[config.mk]
export PLATFORM = sky130hd
export DESIGN_NAME = gen_arb_rr_lock_top
export DESIGN_NICKNAME = d
export VERILOG_FILES = /design/src/rtl/gen_arb_rr_lock_top.sv
export SDC_FILE = /design/constraint.sdc
export NUM_CORES = 1
export LEC_CHECK = 0
export ABC_CLOCK_PERIOD_IN_PS = 2820
export BUFFER_PORTS_ARGS = -buffer_cell sky130_fd_sc_hd__buf_4
export CAP_MARGIN = 20
export CORE_ASPECT_RATIO = 0.6
export CORE_UTILIZATION = 55
export DETAILED_ROUTE_END_ITERATION = 12
export GPL_ROUTABILITY_DRIVEN = 0
export PLACE_DENSITY = 0.85
export SETUP_SLACK_MARGIN = 0.5
export SLEW_MARGIN = 20
export SYNTH_ARGS = -nofsm -noshare
export SYNTH_HDL_FRONTEND = slang
export SYNTH_SLANG_ARGS = --single-unit
[constraint.sdc]
create_clock -name clk -period 2.82 [get_ports clk]
set_input_delay 0.141 -clock clk [delete_from_list [all_inputs] [get_ports clk]]
set_output_delay 0.141 -clock clk [all_outputs]
set_load 0.02 [all_outputs]
[src/rtl/gen_arb_rr_lock_top.sv]
// Packet-locking arbiter: strict-priority or round-robin selection, ownership held
// until the owner drops, finishes its packet, or exceeds the hold limit.
module gen_arb_rr_lock_top #(
  parameter int WID      = 4,
  parameter int MODE     = 1,
  parameter int MAX_HOLD = 16
) (
  input  logic                                     clk,
  input  logic                                     rst,
  input  logic [WID-1:0]                           rqsts,
  input  logic [WID-1:0]                           lasts,
  output logic [WID-1:0]                           grnts,
  output logic                                     grnt_vld,
  output logic [((WID > 1) ? $clog2(WID) : 1)-1:0] grnt_idx,
  output logic                                     tout
);

  localparam int          IW       = (WID > 1) ? $clog2(WID) : 1;
  localparam logic [15:0] HOLD_LIM = 16'(MAX_HOLD);

  typedef enum logic {IDLE, GRANT} state_t;

  state_t          state, state_nxt;
  logic [IW-1:0]   ptr;
  logic [15:0]     hold_cnt;

  logic            owner_req, owner_last;
  logic            nat_rel, tmo_rel, rel;
  logic [IW-1:0]   rel_ptr, arb_start;
  logic            win_vld;
  logic [IW-1:0]   win_idx;

  // Next index after idx, wrapping at WID-1.
  function automatic logic [IW-1:0] next_idx(input logic [IW-1:0] idx);
    return (idx == IW'(WID - 1)) ? '0 : idx + 1'b1;
  endfunction

  // First set request at or above start, wrapping; {found, index}.
  function automatic logic [IW:0] pick(input logic [WID-1:0] req, input logic [IW-1:0] start);
    logic [2*WID-1:0] dbl;
    int               pos;
    int               j;
    dbl = {req, req} >> start;
    pos = 0;
    for (int k = WID - 1; k >= 0; k--) begin
      if (dbl[k]) pos = k;
    end
    j = int'(start) + pos;
    if (j >= WID) j = j - WID;
    return {|req, IW'(j)};
  endfunction

  always_comb begin
    owner_req  = rqsts[grnt_idx];
    owner_last = lasts[grnt_idx];
    nat_rel    = (state == GRANT) && (!owner_req || owner_last);
    tmo_rel    = (state == GRANT) && (MAX_HOLD != 0) && (hold_cnt == HOLD_LIM) && !nat_rel;
    rel        = nat_rel || tmo_rel;
    rel_ptr    = (MODE == 1) ? next_idx(grnt_idx) : '0;
    arb_start  = (state == IDLE) ? ptr : rel_ptr;
    {win_vld, win_idx} = pick(rqsts, arb_start);
  end

  always_comb begin
    state_nxt = state;
    case (state)
      IDLE:    if (win_vld) state_nxt = GRANT;
      GRANT:   if (rel && !win_vld) state_nxt = IDLE;
      default: state_nxt = IDLE;
    endcase
  end

  always_ff @(posedge clk or posedge rst) begin
    if (rst) state <= IDLE;
    else     state <= state_nxt;
  end

  assign grnt_vld = (state == GRANT);

  // Grant, pointer and hold counter only move on a new grant or a release.
  always_ff @(posedge clk or posedge rst) begin
    if (rst) begin
      grnts    <= '0;
      grnt_idx <= '0;
      ptr      <= '0;
      hold_cnt <= '0;
      tout     <= 1'b0;
    end else begin
      tout <= tmo_rel;
      if (state == IDLE || rel) begin
        if (rel) ptr <= rel_ptr;
        if (win_vld) begin
          grnts    <= WID'(1) << win_idx;
          grnt_idx <= win_idx;
          hold_cnt <= 16'd1;
        end else begin
          grnts    <= '0;
          grnt_idx <= '0;
          hold_cnt <= '0;
        end
      end else begin
        hold_cnt <= hold_cnt + 16'd1;
      end
    end
  end

endmodule

==> After elaboration in Yosys (flattened, before gate mapping) <==
Index checks and enable logic that the tools add are counted.
{ "totals": {"regBits": 26, "in_bits": 10, "output_inout_bits": 8, "word_cells": 47} }
{ "op_classes": {"add_sub_neg": 4, "magnitude_cmp": 2, "n_eq_ne": 2, "shift": 2, "n_mux": 18, "bitwise": 1, "n_reduce_logical": 12} }
{ "op_table": {"columns": ["operator", "n"], "rows": [
  ["$add 16x1->16 const B", 1],
  ["$eq 16x5->1 const B", 1],
  ["$mux 16", 1],
  ["$mux 2", 8],
  ["$shr 8x2->4", 1],
  ["$mux 1", 5],
  ["$bmux 1 s2", 2],
  ["$logic_and 1x1->1", 4],
  ["$mux 4", 1],
  ["$reduce_or 4->1", 1],
  ["$shl 1x2->4 const A", 1],
  ["$add 2x2->3", 1],
  ["$ge 3x3->1 const B", 1],
  ["$logic_not 1->1", 3],
  ["$logic_or 1x1->1", 3],
  ["$lt 2x3->1 const B", 1],
  ["$add 2x1->2 const B", 1],
  ["$eq 2x2->1 const B", 1],
  ["$pmux 1 s2", 1],
  ["$reduce_and 2->1", 1],
  ["$sub 2x1->2 const B", 1],
  ["$not 1->1", 1]
]} }

==> Longest topological paths before layout <==
Gate-level depths: netlist of the first run.
{ "logic_depth": {"ltp_word": 13, "depth_mapped": 11, "mapped_depth_nobuf": 11} }

==> Least setup slack after synthesis of the first run <==
Ideal clock, no wire load.
{ "synth_path": {"path_type": "register to register", "from": "reg grnt_idx[0] (netlist name)", "to": "reg grnts[2]", "setup_ps": 104, "t_arrival_ps": 2260, "required_ps": 2716, "setup_slack_ps": 456, "stages_incl_launch_ff": 12, "n_path_buf": 0, "period_less_slack_ps": 2364, "cell_sequence": "dfrtp_1 ha_1 mux2_2 nand2_1 a21oi_1 o22ai_1 nor2_1 a21oi_1 ha_1 xnor2_1 xnor2_2 o41ai_2"} }
{ "synth_via": {"elab_chain_len": 13, "word_cells_on_any_way": 26, "cone_classes": "add/sub: 3; order compare: 1; eq/ne: 1; shift: 2; mux: 12; reduce/logical: 7"} }
{ "synth_rtl": {"columns": ["element", "line", "rtl"], "rows": [
  ["start, declared", "14", "output logic [((WID > 1) ? $clog2(WID) : 1)-1:0] grnt_idx,"],
  ["start signal, assigned", "94", "grnt_idx <= win_idx;"],
  ["$add 2x1->2 or $eq 2x2->1 (tied branches)", "35", "return (idx == IW'(WID - 1)) ? '0 : idx + 1'b1;"],
  ["$mux 2 (*)", "35", null],
  ["named net rel_ptr[1]", "29", "logic [IW-1:0] rel_ptr, arb_start;"],
  ["$mux 2 (*)", "60", "arb_start = (state == IDLE) ? ptr : rel_ptr;"],
  ["$shr 8x2->4", "43", "dbl = {req, req} >> start;"],
  ["$mux 2 (4 in a row)", "46", "if (dbl[k]) pos = k;"],
  ["$add 2x2->3 (*)", "48", "j = int'(start) + pos;"],
  ["$ge 3x3->1 or $sub 2x1->2 (tied branches)", "49", "if (j >= WID) j = j - WID;"],
  ["$mux 2 (*)", "49", null],
  ["$shl 1x2->4 (*)", "93", "grnts <= WID'(1) << win_idx;"],
  ["$mux 4 (*)", "92", "if (win_vld) begin"],
  ["end signal, assigned", "93", null],
  ["end, declared", "12", "output logic [WID-1:0] grnts,"]
]} }
The timed path passes the listed nets; every way through them passes the cells marked *. The select of a mux whose other input is x is not followed.
A chain may end at the register's enable or synchronous reset.

==> Final worst setup path of the first run <==
{ "layout_path": {"from": "reg grnt_idx[0] (netlist name)", "to": "reg grnt_idx[1] (netlist name)"} }
{ "layout_via": {"elab_chain_len": 12, "word_cells_on_any_way": 25, "cone_classes": "add/sub: 3; order compare: 1; eq/ne: 1; shift: 1; mux: 12; reduce/logical: 7"} }
{ "layout_rtl": {"columns": ["element", "line"], "rows": [
  ["$add 2x1->2 or $eq 2x2->1 (tied branches)", "35"],
  ["$mux 2 (*)", "35"],
  ["named net rel_ptr[1]", "29"],
  ["$mux 2 (*)", "60"],
  ["$shr 8x2->4", "43"],
  ["$mux 2 (4 in a row)", "46"],
  ["$add 2x2->3 (*)", "48"],
  ["$ge 3x3->1 or $sub 2x1->2 (tied branches)", "49"],
  ["$mux 2 (*)", "49"],
  ["$mux 2 (*)", "92"]
]} }
Marked as above.

==> results of run 1 <==
==> final cells by class <==
type / instances / area (sq um)
Inverter: 5 / 18.8
Sequential cell: 26 / 652
Fill cell: 185 / 733
Tap cell: 32 / 40.0
Multi-Input combinational cell: 124 / 867
Clock buffer: 4 / 45.0
Timing Repair Buffer: 26 / 201
==> how the worst min path moves through the flow <==
stage,startpoint,endpoint,cells after the start
after floorplan,rst,grnt_idx[1]$_DFFE_PP0N_,1
after global placement,rst,ptr[0]$_DFFE_PP0P_,2
after detailed placement,rst,hold_cnt[4]$_DFF_PP0_,2
after CTS,rst,hold_cnt[3]$_DFF_PP0_,2
after global routing,lasts[2],tout$_DFF_PP0_,4
final,lasts[2],tout$_DFF_PP0_,4
==> where the power goes <==
group	total [mW]	internal (mW)	switching [mW]
sequential	0.526	0.452	0.0739
clock	0.215	0.101	0.114
combinational	1.12	0.539	0.585
==> per-layer routing <==
metal | routed length, microns | track usage [%] | part of all wire, % | vias up
li1 | - | - | - | 610
met1 | 1680 | 37.3 | 47 | 637
met2 | 1630 | 40.2 | 45 | 41
met3 | 186 | 6.18 | 5.2 | 12
met4 | 85 | 9.60 | 2.4 | 0
met5 | 0 | 0 | 0 | -
==> cell usage after synthesis (2+ instances only) <==
cell type,number,area [sq um]
and4_1,2,17.5
mux2i_1,2,20.0
inv_1,5,18.8
nor2b_1,3,18.8
dfrtp_1,26,651
a21oi_1,7,35.0
ha_1,4,50.1
nand2_1,16,60.1
xnor2_1,4,35.0
xor2_1,11,96.3
buf_6,2,22.5
nand4_1,2,12.5
buf_2,2,10.0
nand3_1,9,45.0
nor2_1,24,90.1
clkbuf_1,2,7.51
and3_1,5,31.3
mux2_2,2,22.5
o21ai_0,5,25.0
o31ai_1,2,15.0
nor4_1,3,18.8
o22ai_1,2,12.5
==> per-stage QoR <==
stage	total power, mW	utilization [%]
after CTS	1.72	69.1
after global routing	1.97	71.3
final	1.87	71.3
after floorplan	1.19	-
after global placement	1.36	65.2
after detailed placement	1.40	65.2
==> state kept, by name (all words and copies together), names as in the netlist <==
signal	flops
ptr	2
tout	1
grnt_idx	2
grnt_vld	1
hold_cnt	16
grnts	4
==> tightest hold or removal path, delay by kind of cell <==
family	cells	cell delay (ns)
buf+inv	1	0.08
simple gates	1	0.05
compound gates	2	0.23
==> cells in the final DEF, fill, tap and decap left out, types with 2 or more instances in the layout <==
cell and instances:
dfrtp_1 25, nor2_1 24, buf_4 24, nand2_1 15
xor2_1 11, nand3_1 9, inv_1 5, and3_1 5
a21oi_1 4, nor4_1 3, nor2b_1 3, a21oi_2 3
xnor2_1 3, o21ai_0 3, clkbuf_8 3, nand4_1 2
nand2_2 2, xnor2_2 2, o22ai_1 2, and4_1 2
o31ai_1 2, o21ai_1 2, ha_1 2
==> logic make-up (layout without fill, tap and decap cells) <==
kind of cell    Yosys count  in the layout
fa+ha+maj                 4              4
compound gates           27             27
xor+xnor                 16             16
mux                       4              4
buf+inv                  11             35
simple gates             73             73
flops                    26             26
==> timing repair <==
action                     in CTS  in global routing
hold buffers                    0                  1
hold endpoints to repair        0                  9
setup buffers                   2                  3
pin swaps                       6                 12
resized for setup               6                  6
setup endpoints to repair       5                  5
==> flow_summary.yaml, run 1 <==
status:
  status: "complete, no violations"
synth:
  syn_inst: 161
  synth_edf_count: 0
  seq_area_frac_synth_pct: 42.7
  synthFlopType: "dfrtp_1"
  syn-cell-area_sq_mm: 0.00152
  synth-xor-area-share_pct: 9.69
  synth_top_family_by_area: "simple AND/OR/NAND/NOR gates"
  async_reset_ff_share_pct: 100
  muxShareOfSynthArea_pct: 2.79
  synth_cell_types: 43
  synthAdderAreaFrac_pct: 3.28
  synthSimpleGateAreaFrac_pct: 23.8
  avgSynthCellArea_sq_um: 9.47
  synth_compound_area_share_pct: 13.9
  synth_warnings: 0
  synth_fp_nets: 175
  ys_ff_latch: 26
drt:
  vias: 1300
  vias_per_cell: 5.99
  first_pass_iters: 4
  drt-wirelength-per-cell_microns: 16.5
  ant_nets: 0
  drc_errors: 0
  drt-total-wl_mm: 3.58
  drtIter0Drc: 96
clock_tree:
  worstSkewPairLatency_ns: 0.27
  clock-root-buffer: "clkbuf_8"
  cts.clk_slew.worst_paths_ns: 0.09
  htreeDepth: 1
  numCtsBuffers: 3
  clock_sinks: 26
  cts_tree: "built"
  clockBufferDepth: 2
placed_design:
  port-buffer-count: 17
  pre_cts_ws_ns: 0.259
  dp_cells: 206
  post-dp-hpwl_mm: 2.42
  dpl_cell_area_sq_mm: 0.00167
power_and_ir_drop:
  p_leak_nw: 0.819
  powerDensity_mw_per_mm2: 1020
  peakVddDrop_uv: 739
sta:
  layout_setup_ws_ns: 0.442
  slew-limit-headroom_pct: 70.0
  fin_crit_ns: 2.38
  finalMaxSlewViolations: 0
  hold_violations: 0
  whs_ns: 0.262
  rsz0062_at_grt: "true"
  clock.fmax_ghz: 0.421
  setup_viol: 0
  fin_worst_skew_ns: 0.0126
  finalCritPeriodShare_pct: 84.3
  worst_pin_slew_ns: 0.443
  fin_tns_setup_ns: 0
global_route:
  grt_pass1_wl_mm: 5.98
  overflow: 0
  grt_pass1_vias: 1215
  grt_max_degree: 27
  grtUsageTotal_pct: 26.5
  antenna_found_initial: 0
floorplanning:
  die_y_microns: 42.8
  start_util_pct: 59.6
  dieWidth_microns: 70.0
  rows: 14
  io_pins: 18
  dieArea_sq_mm: 0.00299
  core_area_sq_mm: 0.00256
critical_path:
  critPathSlowestCell: "dfrtp_2"
  end_kind: "flop"
  path_class: "flop to flop"
  reg2reg_slack_ns: 0.44
  cp_max_fo: 5
  startpoint: "grnt_idx[0]$_DFFE_PP0N_"
  cp_num_cells: 11
  cp_top_family: "adder cells"
  slowest_delay_ns: 0.45
  path_cells: "ha_4, buf_4, mux2i_4, nor2_1, a21oi_1, a21oi_2, ha_2, xnor2_2, xnor2_2, buf_4, o21ai_1"
  r2r-start: "grnt_idx[0]$_DFFE_PP0N_"
  crit_buf_inv: 2
  worstPathRequired_ns: 2.98
  worstRegToRegCells: 11
  crit_path_end: "grnt_idx[1]$_DFFE_PP0N_"
  cp.arrival_ns: 2.53
  start_kind: "flop"
  r2r_end: "grnt_idx[1]$_DFFE_PP0N_"
cells_and_area:
  fin_cells: 217
  drive_gt1_share_pct: 26.5
  area_growth_pct: 19.7
  diodes: 0
  stdcell_area_sq_mm: 0.00182
  final_nets: 200
job:
  max-cap-violations: 0
hold_path:
  hold_path.class: "input pin to flop"
(Power assumes the default switching activity.)
==> run 2: changes to the inputs <==
--- a/config.mk
+++ b/config.mk
@@ -5,7 +5,7 @@
 export SDC_FILE = /design/constraint.sdc
 export NUM_CORES = 1
 export LEC_CHECK = 0
-export ABC_CLOCK_PERIOD_IN_PS = 2820
+export ABC_CLOCK_PERIOD_IN_PS = 2460
 export BUFFER_PORTS_ARGS = -buffer_cell sky130_fd_sc_hd__buf_4
 export CAP_MARGIN = 20
 export CORE_ASPECT_RATIO = 0.6
==> constraint.sdc (replaced) <==
create_clock -name clk -period 2.46 [get_ports clk]
set_input_delay 0.123 -clock clk [delete_from_list [all_inputs] [get_ports clk]]
set_output_delay 0.123 -clock clk [all_outputs]
set_load 0.02 [all_outputs]
==> flow_summary.yaml, run 2 (synthesis results as in run 1) <==
clock_tree:
  cts.clk_slew.worst_paths_ns: 0.09
  clock_sinks: 26
  worstSkewPairLatency_ns: 0.27
  clockBufferDepth: 2
  numCtsBuffers: 3
  cts_tree: "built"
  htreeDepth: 1
  clock-root-buffer: "clkbuf_8"
drt:
  wl_met1_mm: 1.64
  first_pass_iters: 5
  met3_wirelength_microns: 288
  routed-wl-met2_mm: 1.57
  ant_nets: 0
  vias_per_cell: 6.07
  highest_layer: "met3"
  drt-total-wl_mm: 3.50
  drtIter0Drc: 132
  drc_errors: 0
  vias: 1306
  drt-wirelength-per-cell_microns: 16.3
global_route:
  grt_pass1_vias: 1207
  grt_max_degree: 27
  antenna_found_initial: 0
  overflow: 0
  grtUsageTotal_pct: 24.8
  grt_pass1_wl_mm: 5.73
floorplanning:
  die_y_microns: 42.8
  start_util_pct: 59.6
  dieArea_sq_mm: 0.00299
  io_pins: 18
  dieWidth_microns: 70.0
  core_area_sq_mm: 0.00256
  rows: 14
cells_and_area:
  drive_gt1_share_pct: 27.9
  regMostFlops: "hold_cnt"
  final_cell_mix: "nor2_1 (24), dfrtp_1 (24), buf_4 (23)"
  stdcell_area_sq_mm: 0.00182
  diodes: 0
  fin_util_pct: 71.1
  area_growth_pct: 19.4
  final_nets: 198
  largest_reg_flops: 16
  top_regs: "hold_cnt x16, grnts x4"
sta:
  worst_pin_slew_ns: 0.738
  finalMaxSlewViolations: 0
  finalCritPeriodShare_pct: 94.9
  slew-limit-headroom_pct: 50.3
  whs_ns: 0.209
  hold_violations: 0
  clock.fmax_ghz: 0.428
  rsz0062_at_grt: "true"
  fin_crit_ns: 2.34
  fin_tns_setup_ns: 0
  setup_viol: 0
  fin_worst_skew_ns: 0.00231
status:
  status: "complete, no violations"
job:
  max-cap-violations: 0
critical_path:
  cp.arrival_ns: 2.50
  end_kind: "flop"
  cp_max_fo: 5
  worstPathRequired_ns: 2.63
  path_class: "flop to flop"
  start_kind: "flop"
placed_design:
  post-dp-hpwl_mm: 2.57
  port-buffer-count: 17
  dpl_cell_area_sq_mm: 0.00171
power_and_ir_drop:
  p_leak_nw: 0.815
  powerDensity_mw_per_mm2: 1160
  peakVddDrop_uv: 867
hold_path:
  hold_path.class: "input pin to flop"
run 2: cell types whose count changed in the layout (fill, tap and decap cells not counted), sizes merged:
cell	change
buf	-2
run 2: where the power goes:
part	internal (mW)	switching (mW)
registers	0.519	0.0838
logic	0.568	0.656
clock network	0.143	0.135
run 2: per-layer routing:
layer	track usage, %	up-vias
met2	37.3	63
met3	6.18	0
li1	-	607
met4	2.80	0
met1	37.3	636
met5	0	-
run 2: what timing repair did:
item	4_1_cts	5_1_grt
endpoints found under the hold margin	26	0
gates resized for setup	0	9
pin swaps	1	12
buffers inserted	3	0
hold buffers	1	0
setup endpoints to repair	5	16
run 2: path summary, 6_finish.rpt:
kind	startpoint	to	slack, ns	cells after the start
hold reg to reg	grnts[2]$_DFFE_PP0N_	grnts[2]$_DFFE_PP0N_	0.51	2
hold / removal	lasts[2]	tout$_DFF_PP0_	0.21	4
setup reg to reg	grnt_idx[0]$_DFFE_PP0N_	grnts[0]$_DFFE_PP0N_	0.12	10
setup / recovery	grnt_idx[0]$_DFFE_PP0N_	grnts[0]$_DFFE_PP0N_	0.12	10
max in group asynchronous	rst	grnt_idx[1]$_DFFE_PP0N_	1.73	4
min in group asynchronous	rst	hold_cnt[5]$_DFF_PP0_	0.47	4
run 2: through the flow:
step	instances	total power [mW]	setup WS, ns
after floorplan	161	1.44	0.226
after global routing	215	2.23	0.0129
after global placement	207	1.66	0.209
final	215	2.10	0.125
after detailed placement	207	1.72	0.110
after CTS	215	2.05	0.181
run 2: worst max-delay path, stage by stage (launching register included):
cell and delay (ns):
dfrtp_2 0.44, ha_4 0.25, buf_4 0.13, mux2i_2 0.22
nor2_1 0.14, a21oi_1 0.15, a21oi_1 0.08, ha_2 0.19
xnor2_2 0.20, xnor2_2 0.15, a32o_1 0.28
run 2: layout make-up:
type | count | area (sq um)
inverters | 5 | 18.8
well taps | 32 | 40.0
clock buffers | 4 | 55.1
repair buffers | 24 | 183
multi-input cells | 124 | 870
flip-flops and latches | 26 | 653
fillers | 177 | 738
==> run 3: changes to the inputs <==
--- a/config.mk
+++ b/config.mk
@@ -8,11 +8,13 @@
 export ABC_CLOCK_PERIOD_IN_PS = 2460
 export BUFFER_PORTS_ARGS = -buffer_cell sky130_fd_sc_hd__buf_4
 export CAP_MARGIN = 20
+export CELL_PAD_IN_SITES_DETAIL_PLACEMENT = 0
+export CELL_PAD_IN_SITES_GLOBAL_PLACEMENT = 1
 export CORE_ASPECT_RATIO = 0.6
-export CORE_UTILIZATION = 55
+export CORE_UTILIZATION = 44
 export DETAILED_ROUTE_END_ITERATION = 12
 export GPL_ROUTABILITY_DRIVEN = 0
-export PLACE_DENSITY = 0.85
+export PLACE_DENSITY = 0.87
 export SETUP_SLACK_MARGIN = 0.5
 export SLEW_MARGIN = 20
 export SYNTH_ARGS = -nofsm -noshare
==> flow_summary.yaml, run 3 (synthesis results as in run 1) <==
sta:
  slew-limit-headroom_pct: 67.8
  clock.fmax_ghz: 0.433
  finalMaxSlewViolations: 0
  fin_worst_skew_ns: 0.0166
  hold_violations: 0
  finalCritPeriodShare_pct: 93.9
  worst_pin_slew_ns: 0.482
  rsz0062_at_grt: "true"
  fin_tns_setup_ns: 0
  setup_viol: 0
  fin_crit_ns: 2.31
floorplanning:
  rows: 16
  core_area_sq_mm: 0.00328
  dieWidth_microns: 78.0
  io_pins: 18
  start_util_pct: 46.4
  die_y_microns: 47.6
  dieArea_sq_mm: 0.00371
cells_and_area:
  area_growth_pct: 19.4
  top_regs: "hold_cnt x16, grnts x4"
  largest_reg_flops: 16
  diodes: 0
  final_cell_mix: "nor2_1 (24), dfrtp_1 (24), buf_4 (23)"
  fin_util_pct: 55.4
  final_nets: 198
  regMostFlops: "hold_cnt"
  drive_gt1_share_pct: 26.2
power_and_ir_drop:
  p_leak_nw: 0.811
  powerDensity_mw_per_mm2: 1120
  peakVddDrop_uv: 840
critical_path:
  start_kind: "flop"
  end_kind: "flop"
  reg2reg_slack_ns: 0.15
  worstRegToRegCells: 11
  startpoint: "grnt_idx[1]$_DFFE_PP0N_"
  r2r_end: "grnts[0]$_DFFE_PP0N_"
  path_class: "flop to flop"
  cp_max_fo: 5
  worstPathRequired_ns: 2.62
  r2r-start: "grnt_idx[1]$_DFFE_PP0N_"
  cp.arrival_ns: 2.47
drt:
  vias: 1233
  drt-wirelength-per-cell_microns: 14.4
  drtIter0Drc: 92
  vias_per_cell: 5.41
  drc_errors: 0
  ant_nets: 0
  first_pass_iters: 4
  drt-total-wl_mm: 3.27
clock_tree:
  worstSkewPairLatency_ns: 0.28
  clock_sinks: 26
  cts.clk_slew.worst_paths_ns: 0.10
  cts_tree: "built"
  htreeDepth: 1
  numCtsBuffers: 3
  clock-root-buffer: "clkbuf_8"
  clockBufferDepth: 2
global_route:
  grtUsageTotal_pct: 19.9
  use_met1_pct: 31.4
  grt_max_degree: 15
  use_met3_pct: 5.33
  grt_pass1_vias: 1101
  overflow: 0
  met2_usage_pct: 26.7
  globalRoute.busiestLayer: "met1"
  antenna_found_initial: 0
  grt_pass1_wl_mm: 5.46
hold_path:
  whs_endpoint: "tout$_DFF_PP0_"
  min_from: "lasts[2]"
  holdPathStages: 4
  hold_path.class: "input pin to flop"
status:
  status: "complete, no violations"
placed_design:
  post-dp-hpwl_mm: 2.56
  port-buffer-count: 17
job:
  max-cap-violations: 0
==> run 3: through the flow <==
step | worst slack, ns | power, mW | hold slack, ns | cells | cell area (sq um)
5_1_grt | 0.0709 | 2.20 | 0.257 | 228 | 1820
6_report | 0.151 | 2.05 | 0.231 | 228 | 1820
4_1_cts | 0.194 | 2.02 | 0.194 | 228 | 1810
3_5_place_dp | 0.123 | 1.72 | 0.185 | 221 | 1730
2_1_floorplan | 0.226 | 1.44 | 0.163 | 161 | 1560
3_3_place_gp | 0.182 | 1.68 | 0.166 | 221 | 1730
==> run 3: cell type report <==
| cell class | instances | area, sq um |
|---|---|---|
| timing repair buffer | 24 | 183 |
| fill | 299 | 1460 |
| multi-input combinational | 124 | 853 |
| inverter | 5 | 18.8 |
| tap | 45 | 56.3 |
| clock buffer | 4 | 55.1 |
| sequential | 26 | 653 |
==> run 3: worst max-delay path by stage <==
stage,to,slack (ns),cells after the start
floorplan,grnts[0]$_DFFE_PP0N_,0.23,11
global placement,grnts[3]$_DFFE_PP0N_,0.18,11
detailed placement,grnts[3]$_DFFE_PP0N_,0.12,11
CTS,grnts[3]$_DFFE_PP0N_,0.19,11
global route,grnts[0]$_DFFE_PP0N_,0.07,11
finish,grnts[0]$_DFFE_PP0N_,0.15,11
==> run 3: routing by layer <==
metal  vias up  wire (microns)
met1       605            1800
li1        602               -
met4         0               0
met2        26            1290
met3         0             181
met5         -               0
==> run 3: what timing repair did <==
action | in CTS | in global routing
buffers inserted | 2 | 0
hold buffers | 1 | 0
endpoints found under the hold margin | 12 | 0
gates resized for setup | 0 | 6
pin swaps | 2 | 5
setup endpoints to repair | 5 | 7
==> run 3: worst max-delay path, stage by stage, from the launching register on <==
cell	delay, ns
dfrtp_2	0.44
ha_4	0.25
mux2_4	0.29
nand2_2	0.07
a21oi_1	0.05
o22ai_1	0.15
nor2_1	0.06
a21oi_1	0.13
ha_2	0.21
xnor2_2	0.12
xnor2_2	0.15
a32o_1	0.28
==> run 3: power breakdown <==
group	internal [mW]	leakage, nW	switching [mW]
sequential	0.519	0.340	0.0773
clock	0.143	0.0288	0.134
combinational	0.550	0.442	0.621
total	1.21	0.811	0.833
